## src/rtl/bsg_defines.sv

```systemverilog
// bsg_defines: shared occupancy state encoding and pointer-width helper
package bsg_defines;
    typedef enum logic [1:0] {EMPTY, PARTIAL, FULL} fifo_state_e;
    function automatic int safe_clog2(input int n);
        return (n <= 1) ? 1 : $clog2(n);
    endfunction
endpackage

```

## src/rtl/bsg_mux_bitwise.sv

```systemverilog
// bsg_mux_bitwise: per-bit select between two words, sel=1 picks data1_i
module bsg_mux_bitwise #(
    parameter int width_p = 32
) (
    input  logic [width_p-1:0] data0_i,
    input  logic [width_p-1:0] data1_i,
    input  logic [width_p-1:0] sel_i,
    output logic [width_p-1:0] data_o
);
    assign data_o = (data0_i & ~sel_i) | (data1_i & sel_i);
endmodule

```

## src/rtl/bsg_mux_bitwise_fifo.sv

```systemverilog
// bsg_mux_bitwise_fifo: buffers the bitwise merge of two words in a registered FIFO
module bsg_mux_bitwise_fifo
    import bsg_defines::*;
#(
    parameter int width_p = 32,
    parameter int els_p   = 2
) (
    input  logic               clk_i,
    input  logic               reset_i,
    input  logic               v_i,
    output logic               ready_o,
    input  logic [width_p-1:0] data0_i,
    input  logic [width_p-1:0] data1_i,
    input  logic [width_p-1:0] sel_i,
    output logic               v_o,
    output logic [width_p-1:0] data_o,
    input  logic               yumi_i
);
    localparam int PW = safe_clog2(els_p);
    localparam int CW = safe_clog2(els_p + 1);

    fifo_state_e       state_q, state_d;
    logic [CW-1:0]     count_q, count_d;
    logic [PW-1:0]     rptr_q, rptr_d, wptr_q, wptr_d;
    logic [width_p-1:0] mem_q [els_p];
    logic [width_p-1:0] merged;
    logic              enq, deq;

    bsg_mux_bitwise #(.width_p(width_p)) mux (
        .data0_i(data0_i),
        .data1_i(data1_i),
        .sel_i  (sel_i),
        .data_o (merged)
    );

    // flags come from the registered state, so no yumi-to-ready bypass exists
    assign ready_o = state_q != FULL;
    assign v_o     = state_q != EMPTY;
    assign data_o  = mem_q[rptr_q];
    assign enq     = v_i & ready_o;
    assign deq     = yumi_i & v_o;

    always_comb begin
        count_d = count_q + CW'(enq) - CW'(deq);
        wptr_d  = enq ? ((wptr_q == PW'(els_p - 1)) ? '0 : wptr_q + 1'b1) : wptr_q;
        rptr_d  = deq ? ((rptr_q == PW'(els_p - 1)) ? '0 : rptr_q + 1'b1) : rptr_q;
        state_d = (count_d == '0) ? EMPTY : (count_d == CW'(els_p)) ? FULL : PARTIAL;
    end

    always_ff @(posedge clk_i) begin
        if (reset_i) begin
            state_q <= EMPTY;
            count_q <= '0;
            rptr_q  <= '0;
            wptr_q  <= '0;
        end else begin
            state_q <= state_d;
            count_q <= count_d;
            rptr_q  <= rptr_d;
            wptr_q  <= wptr_d;
        end
    end

    always_ff @(posedge clk_i) begin
        if (enq && !reset_i) mem_q[wptr_q] <= merged;
    end

    always_ff @(posedge clk_i) begin
        if (!reset_i) begin
            assert (!(yumi_i && !v_o));
            assert (count_q <= CW'(els_p));
        end
    end
endmodule
```

## config.mk

```make
export PLATFORM = sky130hd
export DESIGN_NAME = bsg_mux_bitwise_fifo
export DESIGN_NICKNAME = d
export VERILOG_FILES = /design/src/rtl/bsg_defines.sv /design/src/rtl/bsg_mux_bitwise.sv /design/src/rtl/bsg_mux_bitwise_fifo.sv
export SDC_FILE = /design/constraint.sdc
export NUM_CORES = 1
export LEC_CHECK = 0
export ABC_AREA = 1
export CAP_MARGIN = 20
export CELL_PAD_IN_SITES_DETAIL_PLACEMENT = 1
export CELL_PAD_IN_SITES_GLOBAL_PLACEMENT = 1
export CORE_MARGIN = 1
export CORE_UTILIZATION = 33
export CTS_CLUSTER_SIZE = 16
export DETAILED_ROUTE_END_ITERATION = 8
export PLACE_DENSITY_LB_ADDON = 0.25
export SETUP_SLACK_MARGIN = 0.4
export SLEW_MARGIN = 10
export SYNTH_ARGS = -nofsm -noshare
export SYNTH_HDL_FRONTEND = slang
export SYNTH_HIERARCHICAL = 1
export SYNTH_SLANG_ARGS = --single-unit
```

## constraint.sdc

```tcl
create_clock -name clk_i -period 3.8 [get_ports clk_i]
set_input_delay 0.95 -clock clk_i [delete_from_list [all_inputs] [get_ports clk_i]]
set_output_delay 0.95 -clock clk_i [all_outputs]
set_load 0.02 [all_outputs]
```

# Word-level counts from Yosys, hierarchy flattened
# Memory sizes are Yosys's and may differ from the RTL's. A register that Yosys moved wholly into a read port is not among the register bits.
# Index checks and enable logic that the tools add are counted.
# word_totals
ff_bits	6
latchBits	0
ram_bits	64
rom_bits	0
in_bits	100
out_inout_bits	34
elab_cells	29
memories	1
# classes
add_sub_neg	4
n_mul	0
div	0
order_cmp	0
eq_ne	2
shifts	0
mux	7
bitwise_logic	6
n_reduce_logical	5
# mem_list
name	words	word_bits	read_ports	rd_clocked_by_memory_dff	write_ports	line	rtl
mem_q	2	32	1	1	1	bsg_mux_bitwise_fifo.sv:25	logic [width_p-1:0] mem_q [els_p];
# op_table
op	count
32-bit AND	2
32-bit NOT	1
32-bit OR	1
1-bit 2-to-1 mux	6
1-bit adder, second input constant	2
2-bit by 1-bit adder with 2-bit output	1
1-bit AND	2
2-bit equality test, second input constant	1
2-bit logical NOT	1
2-bit 2-to-1 mux	1
2-bit != test, second input constant	1
2-bit nonzero test	1
2-bit OR reduction	1
2-bit by 1-bit subtractor with 2-bit output	1
1-bit logical AND	1
1-bit logical NOT	1

# Depth between registers and ports, before layout
# Gate-level depths: netlist of the first run.
# logic_depth
ltp_word	6
depth_mapped	10
depth_no_buf	10

# By module
# Netlist of the first run, hierarchy kept.
# modules_own_cells
module	instances	cells_per_inst	area_each_um2	seq_area_each_um2
bsg_mux_bitwise_fifo	1	141	2763.9	2062.0
bsg_mux_bitwise	1	128	480.5	0.0

# Worst setup path after synthesis of the first run
# OpenSTA, ideal clock, no wires.
# synth_timing
kind	input -> register
startpoint	input port reset_i
endpoint	memory mem_q[0][0] (enable)
setup_ns	0.421
arrival_time_ns	2.517
required_time_ns	3.379
setup_slack_ns	0.862
path_stages	3
n_path_buf	0
path_cell_list	inv_1 -> nand3_1 -> nor2_1
# synth_via
elab_chain_len	4
# synth_lines
element	line	rtl
start: declaration	bsg_mux_bitwise_fifo.sv:9	input logic reset_i,
1-bit logical NOT	-	
1-bit logical AND	bsg_mux_bitwise_fifo.sv:65	if (enq && !reset_i) mem_q[wptr_q] <= merged;
1-bit 2-to-1 mux	bsg_mux_bitwise_fifo.sv:65	
1-bit 2-to-1 mux (not written as such)	bsg_mux_bitwise_fifo.sv:65	
end: declaration	bsg_mux_bitwise_fifo.sv:25	
# No other way between the ends.

==> results of run 1 <==
## final cells by class
class / count / area (um2) / area share [%]
clock inverter: 4 / 68.82 / 1.393
clock buffer: 12 / 145.1 / 2.939
tap: 129 / 161.4 / 3.268
inverter: 40 / 150.1 / 3.040
sequential: 71 / 2063 / 41.78
multi-input combinational: 154 / 975.9 / 19.76
timing repair buffer: 137 / 1374 / 27.82
## cell usage after synthesis, drive strengths merged
library cell	number
nand2	105
edfxtp	64
inv	40
mux2	32
nor2	8
dfxtp	7
buf	4
nand3	4
ha	2
o21a	1
o21ai	1
or2	1
## tightest hold or removal path: stages, from the launching register on
cell                      delay [ps]
sky130_fd_sc_hd__dfxtp_1         340
sky130_fd_sc_hd__nor2_1           60
sky130_fd_sc_hd__nor2_1           90
## metrics by stage
| stage | worst slack (ps) | utilization (%) | instances |
|---|---|---|---|
| 6_report | 794.8 | 52.70 | 547 |
| 5_1_grt | 708.0 | 52.70 | 547 |
| 4_1_cts | 743.3 | 52.70 | 547 |
| 3_5_place_dp | 900.6 | 50.41 | 531 |
| 3_3_place_gp | 979.3 | 50.41 | 531 |
| 2_1_floorplan | 861.8 | - | 269 |
## worst paths after layout
kind | end | slack [ps] | depth (start not counted)
hold reg to reg | rptr_q$_SDFFE_PP0P_ | 530 | 2
setup / recovery | data_o[24] | 790 | 3
setup reg to reg | mem_q[1][19]$_DFFE_PP_ | 1970 | 5
hold / removal | rptr_q$_SDFFE_PP0P_ | 530 | 2
## power groups by stage
| stage | Sequential, mW | Clock (mW) | Combinational, mW |
|---|---|---|---|
| after floorplan | 0.985 | 0 | 0.492 |
| after global placement | 1.00 | 0 | 0.782 |
| after detailed placement | 1.01 | 0 | 0.801 |
| after CTS | 0.996 | 0.657 | 0.804 |
| after global routing | 1.00 | 0.695 | 0.851 |
| final | 0.993 | 0.645 | 0.789 |
## registers in the layout, summed over array words and instances (netlist names), named ones only
| signal | flops |
|---|---|
| mem_q | 64 |
| count_q | 2 |
| state_q | 2 |
| rptr_q | 1 |
| wptr_q | 1 |
## metal layers
| layer | up-vias | global-route usage, % |
|---|---|---|
| li1 | 1169 | - |
| met1 | 1106 | 14.04 |
| met2 | 71 | 27.26 |
| met3 | 11 | 3.865 |
| met4 | 0 | 6.689 |
| met5 | - | 0 |
## logic make-up after synthesis
group / synth area share (%)
simple gates: 13.88
compound gates: 0.3856
mux: 14.58
flops: 63.56
buf+inv: 6.826
fa+ha+maj: 0.7712
## cell usage in the layout (no fill, tap or decap), drive strengths merged
cell type | Yosys | layout
clkinv | 0 | 2
nor2 | 8 | 8
nand2 | 105 | 105
buf | 4 | 4
clkdlybuf4s50 | 0 | 133
inv | 40 | 40
or2 | 1 | 1
mux2 | 32 | 32
clkbuf | 0 | 12
bufinv | 0 | 2
o21ai | 1 | 1
o21a | 1 | 1
edfxtp | 64 | 64
ha | 2 | 2
dfxtp | 7 | 7
nand3 | 4 | 4
==> impl_summary.txt, run 1 <==
----------------------------------------------------
[Worst setup path]
  Path type of the worst setup path ... flop to output pin
  Setup crit end kind ... output pin
  Critical Path Start Type ... flop
  Slowest stage delay, CP ... approximately 560 ps
  Data required, critical path ... 2850 ps
  Worst path slowest cell ... sky130_fd_sc_hd__dfxtp_2
  Number of buffers and inverters on the critical path ... 2
  Arrival time at the worst endpoint ... 2060 ps
  Crit-path cells ... buf_12, mux2_2, clkdlybuf4s50_1
  Kind of cell with the highest combined delay on the critical path ... buffers and inverters
  Reg2reg start ... state_q[0]$_SDFF_PP0_
  Top fanout value on the critical path ... 23

[STA]
  Slew margin rel. ... 57.38%
  Fin Hold WS ... around 530 ps
  Finish-stage setup viols ... 0
  Max Clock Freq ... 0.3328 GHz
  Hold violation count in the final report ... 0
  Setup repair after global routing missed its margin ... false
  Final worst-path cycle share ... 79.09%
  Final slew viol count ... 0
  Shortest period the worst path allows ... 3005 ps
  Transition at the pin with the smallest max-transition slack ... between 600 and 700 ps
  Total Negative Setup Slacks ... 0 ps
  Worst clock skew ... around 4.5 ps

[Detailed routing]
  Wire length on met3 ... approximately 460 um
  Wire length on met2 ... 3833 um
  Antenna Violating Nets Remaining ... 0
  DRC violation count after routing ... 0
  Starting DRT DRC Count ... 26
  Number of vias per cell ... 4.309
  Vias after detailed routing ... around 2.4k
  Total wire length after detailed routing ... about 7000 um
  Post-detailed-route wirelength per cell ... 12.77 um
  Sum of routed wire segments on met1 ... 2575 um
  Top layer used by detailed routing ... met4
  First-pass iteration count of the detailed router ... 4

[Synth]
  Largest cells by area after synthesis ... sky130_fd_sc_hd__edfxtp_1 59%, sky130_fd_sc_hd__mux2_4 14%, sky130_fd_sc_hd__nand2_1 12%
  Post-synthesis sequential element count ... slightly above 70
  Distinct cell type count after synthesis ... 14
  Syn nets ... 371
  Post-Syn Area ... around 3200 um2
  Area share of the leading cell type in the synthesized netlist ... approximately 59%
  Syn. warnings ... 6
  Average footprint of a synthesized cell ... about 12 um2
  Cell count after synthesis ... between 200 and 300
  Largest area contributor in the synthesized netlist ... sky130_fd_sc_hd__edfxtp_1
  Sequential share of the synthesized area ... 63.56%

[Clocking]
  TritonCTS clock tree ... built
  Maximum number of buffers from clock root to sink ... 2
  Count of instances resized after the clock tree is built ... 0
  Insertion delay of the later-clocked pin in the worst-skew pair ... 330 ps
  CTS H-tree depth ... 3
  Root buffer cell ... sky130_fd_sc_hd__clkbuf_8
  CTS hold repair buffers ... 0
  Post-CTS Setup Inserts ... 0
  Cts bufs inserted ... 9
  Count of clock tree sinks ... 71
  Clock transition time at the flip-flop clock pins of the worst setup and hold paths ... 70 ps

[Cells and area]
  Share of cells above drive strength 1 ... between 10% and 20%
  Fill cell count ... 1009
  Final non-filler cell area ... 4938 um2
  Final net count ... 515
  Area growth syn-to-layout ... 52.22%
  Antenna cells ... 0

[Power]
  Lkg Pwr ... 2.076 nW
  Reported net switching power ... 0.6580 mW
  Post-layout total power ... 2.427 mW
  Relative contribution of the clock network to total power ... between 20% and 30%
  Combinational group share of total power ... 32.5%
  IR Drop Worst-Case VDD ... about 0.00023 V
  Sequential group share of total power ... 40.9%
  Proportion of total power due to net switching ... 27.11%
  Ratio of total power to cell area ... 491.5 nW/um2
  Internal Power ... 1.769 mW

[Floorplan]
  Die area ... 10230 um2
  Width of the die ... 101.2 um
  Initial Util ... 34.62%
  Height of the die ... 101.2 um
  Rows ... 35
  Number of top-level pins ... 134
  Floorplan core area ... roughly 9400 um2

[Placement]
  DPL Wire Length ... 5537 um
  Area after DPL ... around 4700 um2
  Routability-driven placement congestion ratio ... around 0.67
  Port bufs ... approximately 130

[Run]
  # Max-Cap Violations ... 0

[Worst hold path]
  Startpoint of the lowest-slack hold path ... rptr_q$_SDFFE_PP0P_
  Tightest Hold Check Type ... flop to flop

[Global routing]
  Vias in the first global route ... about 2.4k
  Number of antenna violations at the first check in global routing ... 0
  Overall overflow remaining after global route ... 0
  First-pass GRT wire length ... roughly 11000 um
  Largest net degree at the start of global routing ... 24
  GR Util All Layers ... 14.19%

[Status]
  Status ... finished clean

----------------------------------------------------
Note: power is estimated with default switching activity, not from simulation.
==> run 2, diff against run 1 <==
==> constraint.sdc (replaced) <==
create_clock -name clk_i -period 2.8 [get_ports clk_i]
set_input_delay 0.7 -clock clk_i [delete_from_list [all_inputs] [get_ports clk_i]]
set_output_delay 0.7 -clock clk_i [all_outputs]
set_load 0.02 [all_outputs]
==> impl_summary.txt, run 2 (synthesis results as in run 1) <==
----------------------------------------------------
[Cells and area]
  Commonest non-fill, non-tap cell in the layout ... sky130_fd_sc_hd__nand2_1
  Area of all sequential standard cells ... 2063 um2 (unchanged)
  Post-route insts no fill ... 547 (unchanged)
  Area of the multi-input gates ... 975.9 um2 (unchanged)
  Final net count ... 515 (unchanged)
  Share of cells above drive strength 1 ... 13.16% (+0.48 points)
  Largest registers ... mem_q (64), count_q (2), state_q (2)
  Reg with most FFs ... mem_q
  Fill cell count ... 1057 (+4.8%)
  Area growth syn-to-layout ... 52.87%
  Antenna cells ... 0 (unchanged)
  Final non-filler cell area ... 4960 um2 (+0.43%)
  Max FFs per register ... 64 (unchanged)
  Share of the core filled with cells in the final layout ... 52.92% (+0.23 points)
  Commonest cells after routing, fill and taps aside ... 105 x sky130_fd_sc_hd__nand2_1, 101 x sky130_fd_sc_hd__clkdlybuf4s50_1, 64 x sky130_fd_sc_hd__edfxtp_1

[Detailed routing]
  First-pass iteration count of the detailed router ... 4 (unchanged)
  Vias after detailed routing ... 2377 (+0.85%)
  Antenna Violating Nets Remaining ... 0 (unchanged)
  Starting DRT DRC Count ... 31 (+19%)
  DRC violation count after routing ... 0 (unchanged)
  Number of vias per cell ... 4.346 (+0.85%)
  Post-detailed-route wirelength per cell ... 12.95 um (+1.4%)
  Total wire length after detailed routing ... 7085 um (+1.4%)

[Floorplan]
  Initial Util ... 34.62% (unchanged)
  Number of top-level pins ... 134 (unchanged)
  Die area ... 10230 um2 (unchanged)
  Width of the die ... 101.2 um (unchanged)
  Height of the die ... 101.2 um (unchanged)
  Rows ... 35 (unchanged)
  Floorplan core area ... 9371 um2 (unchanged)

[Global routing]
  Overall overflow remaining after global route ... 0 (unchanged)
  Vias in the first global route ... 2506 (+3.7%)
  First-pass GRT wire length ... 10910 um (+0.18%)
  Largest net degree at the start of global routing ... 33 (+38%)
  GR Util All Layers ... 14.42% (+0.23 points)
  Number of antenna violations at the first check in global routing ... 0 (unchanged)

[Clocking]
  Root buffer cell ... sky130_fd_sc_hd__clkbuf_8
  TritonCTS clock tree ... built
  Insertion delay of the later-clocked pin in the worst-skew pair ... 330 ps (about the same)
  Post-CTS Setup Inserts ... 0 (unchanged)
  Clock transition time at the flip-flop clock pins of the worst setup and hold paths ... 70 ps (about the same)
  Cts bufs inserted ... 9 (unchanged)
  Maximum number of buffers from clock root to sink ... 2 (unchanged)
  CTS H-tree depth ... 3 (unchanged)
  Count of clock tree sinks ... 71 (unchanged)

[Worst setup path]
  Data required, critical path ... 2100 ps (-750 ps)
  Critical Path Start Type ... flop
  Path type of the worst setup path ... flop to output pin
  Top fanout value on the critical path ... 15 (-35%)
  Setup crit end kind ... output pin
  Number of cells on the worst reg-to-reg path ... 9 (+4)
  Capturing element of the worst setup path ... data_o[24]
  Slack of the worst reg-to-reg path ... 1340 ps (-630 ps)
  End of the worst register-to-register path ... state_q[1]$_SDFF_PP0_
  Reg2reg start ... state_q[0]$_SDFF_PP0_
  Arrival time at the worst endpoint ... 1580 ps (-480 ps)

[Placement]
  Placement-stage worst setup slack ... 561.9 ps (-338.7 ps)
  DPL Wire Length ... 5509 um (-0.50%)
  Number of placed instances, taps included ... 531 (unchanged)
  Routability-driven placement congestion ratio ... 0.6370 (-5.0%)
  Area after DPL ... 4737 um2 (+0.26%)
  Port bufs ... 133 (unchanged)

[STA]
  Final worst-path cycle share ... 81.44%
  Transition at the pin with the smallest max-transition slack ... 246.7 ps (-391.0 ps)
  Max Clock Freq ... 0.4385 GHz
  Finish-stage setup viols ... 0 (unchanged)
  Shortest period the worst path allows ... 2280 ps
  Slew margin rel. ... 83.62% (+26 points)
  Hold violation count in the final report ... 0 (unchanged)
  Final critical-path setup slack ... 519.5 ps (-275.2 ps)
  Fin Hold WS ... 514.5 ps (-11.60 ps)
  Worst clock skew ... 7.202 ps (+2.680 ps)
  Setup repair after global routing missed its margin ... false
  Total Negative Setup Slacks ... 0 ps (unchanged)
  Final slew viol count ... 0 (unchanged)

[Power]
  Post-layout total power ... 3.307 mW (+36%)
  IR Drop Worst-Case VDD ... 0.0003142 V (+34%)
  Ratio of total power to cell area ... 666.7 nW/um2 (+36%)
  Lkg Pwr ... 2.154 nW (+3.8%)

[Run]
  # Max-Cap Violations ... 0 (unchanged)

[Status]
  Status ... finished clean

[Worst hold path]
  Tightest Hold Check Type ... flop to flop

----------------------------------------------------
==> run 2: cell types whose count changed in the layout (fill, tap and decap cells not counted), sizes merged <==
cell	change
clkinvlp	+1
clkdlybuf4s50	-32
dlymetal6s2s	+2
clkinv	+1
clkbuf	-3
bufinv	+1
dlygate4sd2	+30
==> run 2: power breakdown <==
| group | leakage (nW) | switching (mW) | total (mW) | internal, mW |
|---|---|---|---|---|
| clock | 0.117 | 0.375 | 0.960 | 0.586 |
| sequential | 0.649 | 0.0425 | 1.33 | 1.28 |
| combinational | 1.39 | 0.486 | 1.02 | 0.533 |
==> run 2: layout make-up <==
type,instances,share of cell area [%]
clock buffers,9,2.497
clock inverters,7,2.245
inverters,40,3.027
multi-input cells,154,19.68
flip-flops and latches,71,41.60
well taps,129,3.254
repair buffers,137,27.70
==> run 2: timing repair <==
item	4_1_cts	5_1_grt
gates resized for setup	33	4
gates cloned	0	0
hold endpoints to repair	0	0
setup endpoints to repair	32	2
hold buffers	0	0
==> run 2: how the worst min path moves through the flow <==
stage | startpoint | to | depth (start not counted)
2_1_floorplan | rptr_q$_SDFFE_PP0P_ | flop | 2
3_3_place_gp | rptr_q$_SDFFE_PP0P_ | rptr_q$_SDFFE_PP0P_ | 2
3_5_place_dp | rptr_q$_SDFFE_PP0P_ | rptr_q$_SDFFE_PP0P_ | 2
4_1_cts | rptr_q$_SDFFE_PP0P_ | rptr_q$_SDFFE_PP0P_ | 2
5_1_grt | rptr_q$_SDFFE_PP0P_ | rptr_q$_SDFFE_PP0P_ | 2
6_report | rptr_q$_SDFFE_PP0P_ | rptr_q$_SDFFE_PP0P_ | 2
==> run 2: worst max-delay path: stages, from the launching register on <==
cell and delay (ps):
sky130_fd_sc_hd__dfxtp_2 370, sky130_fd_sc_hd__buf_8 200, sky130_fd_sc_hd__mux2_2 350, sky130_fd_sc_hd__dlygate4sd2_1 330
==> run 2: layer usage <==
layer	up-vias	track usage [%]	wire (um)
met5	-	0	0
met4	0	7.469	146
met3	13	4.348	471
met2	79	28.41	3952
met1	1119	13.12	2514
li1	1166	-	-
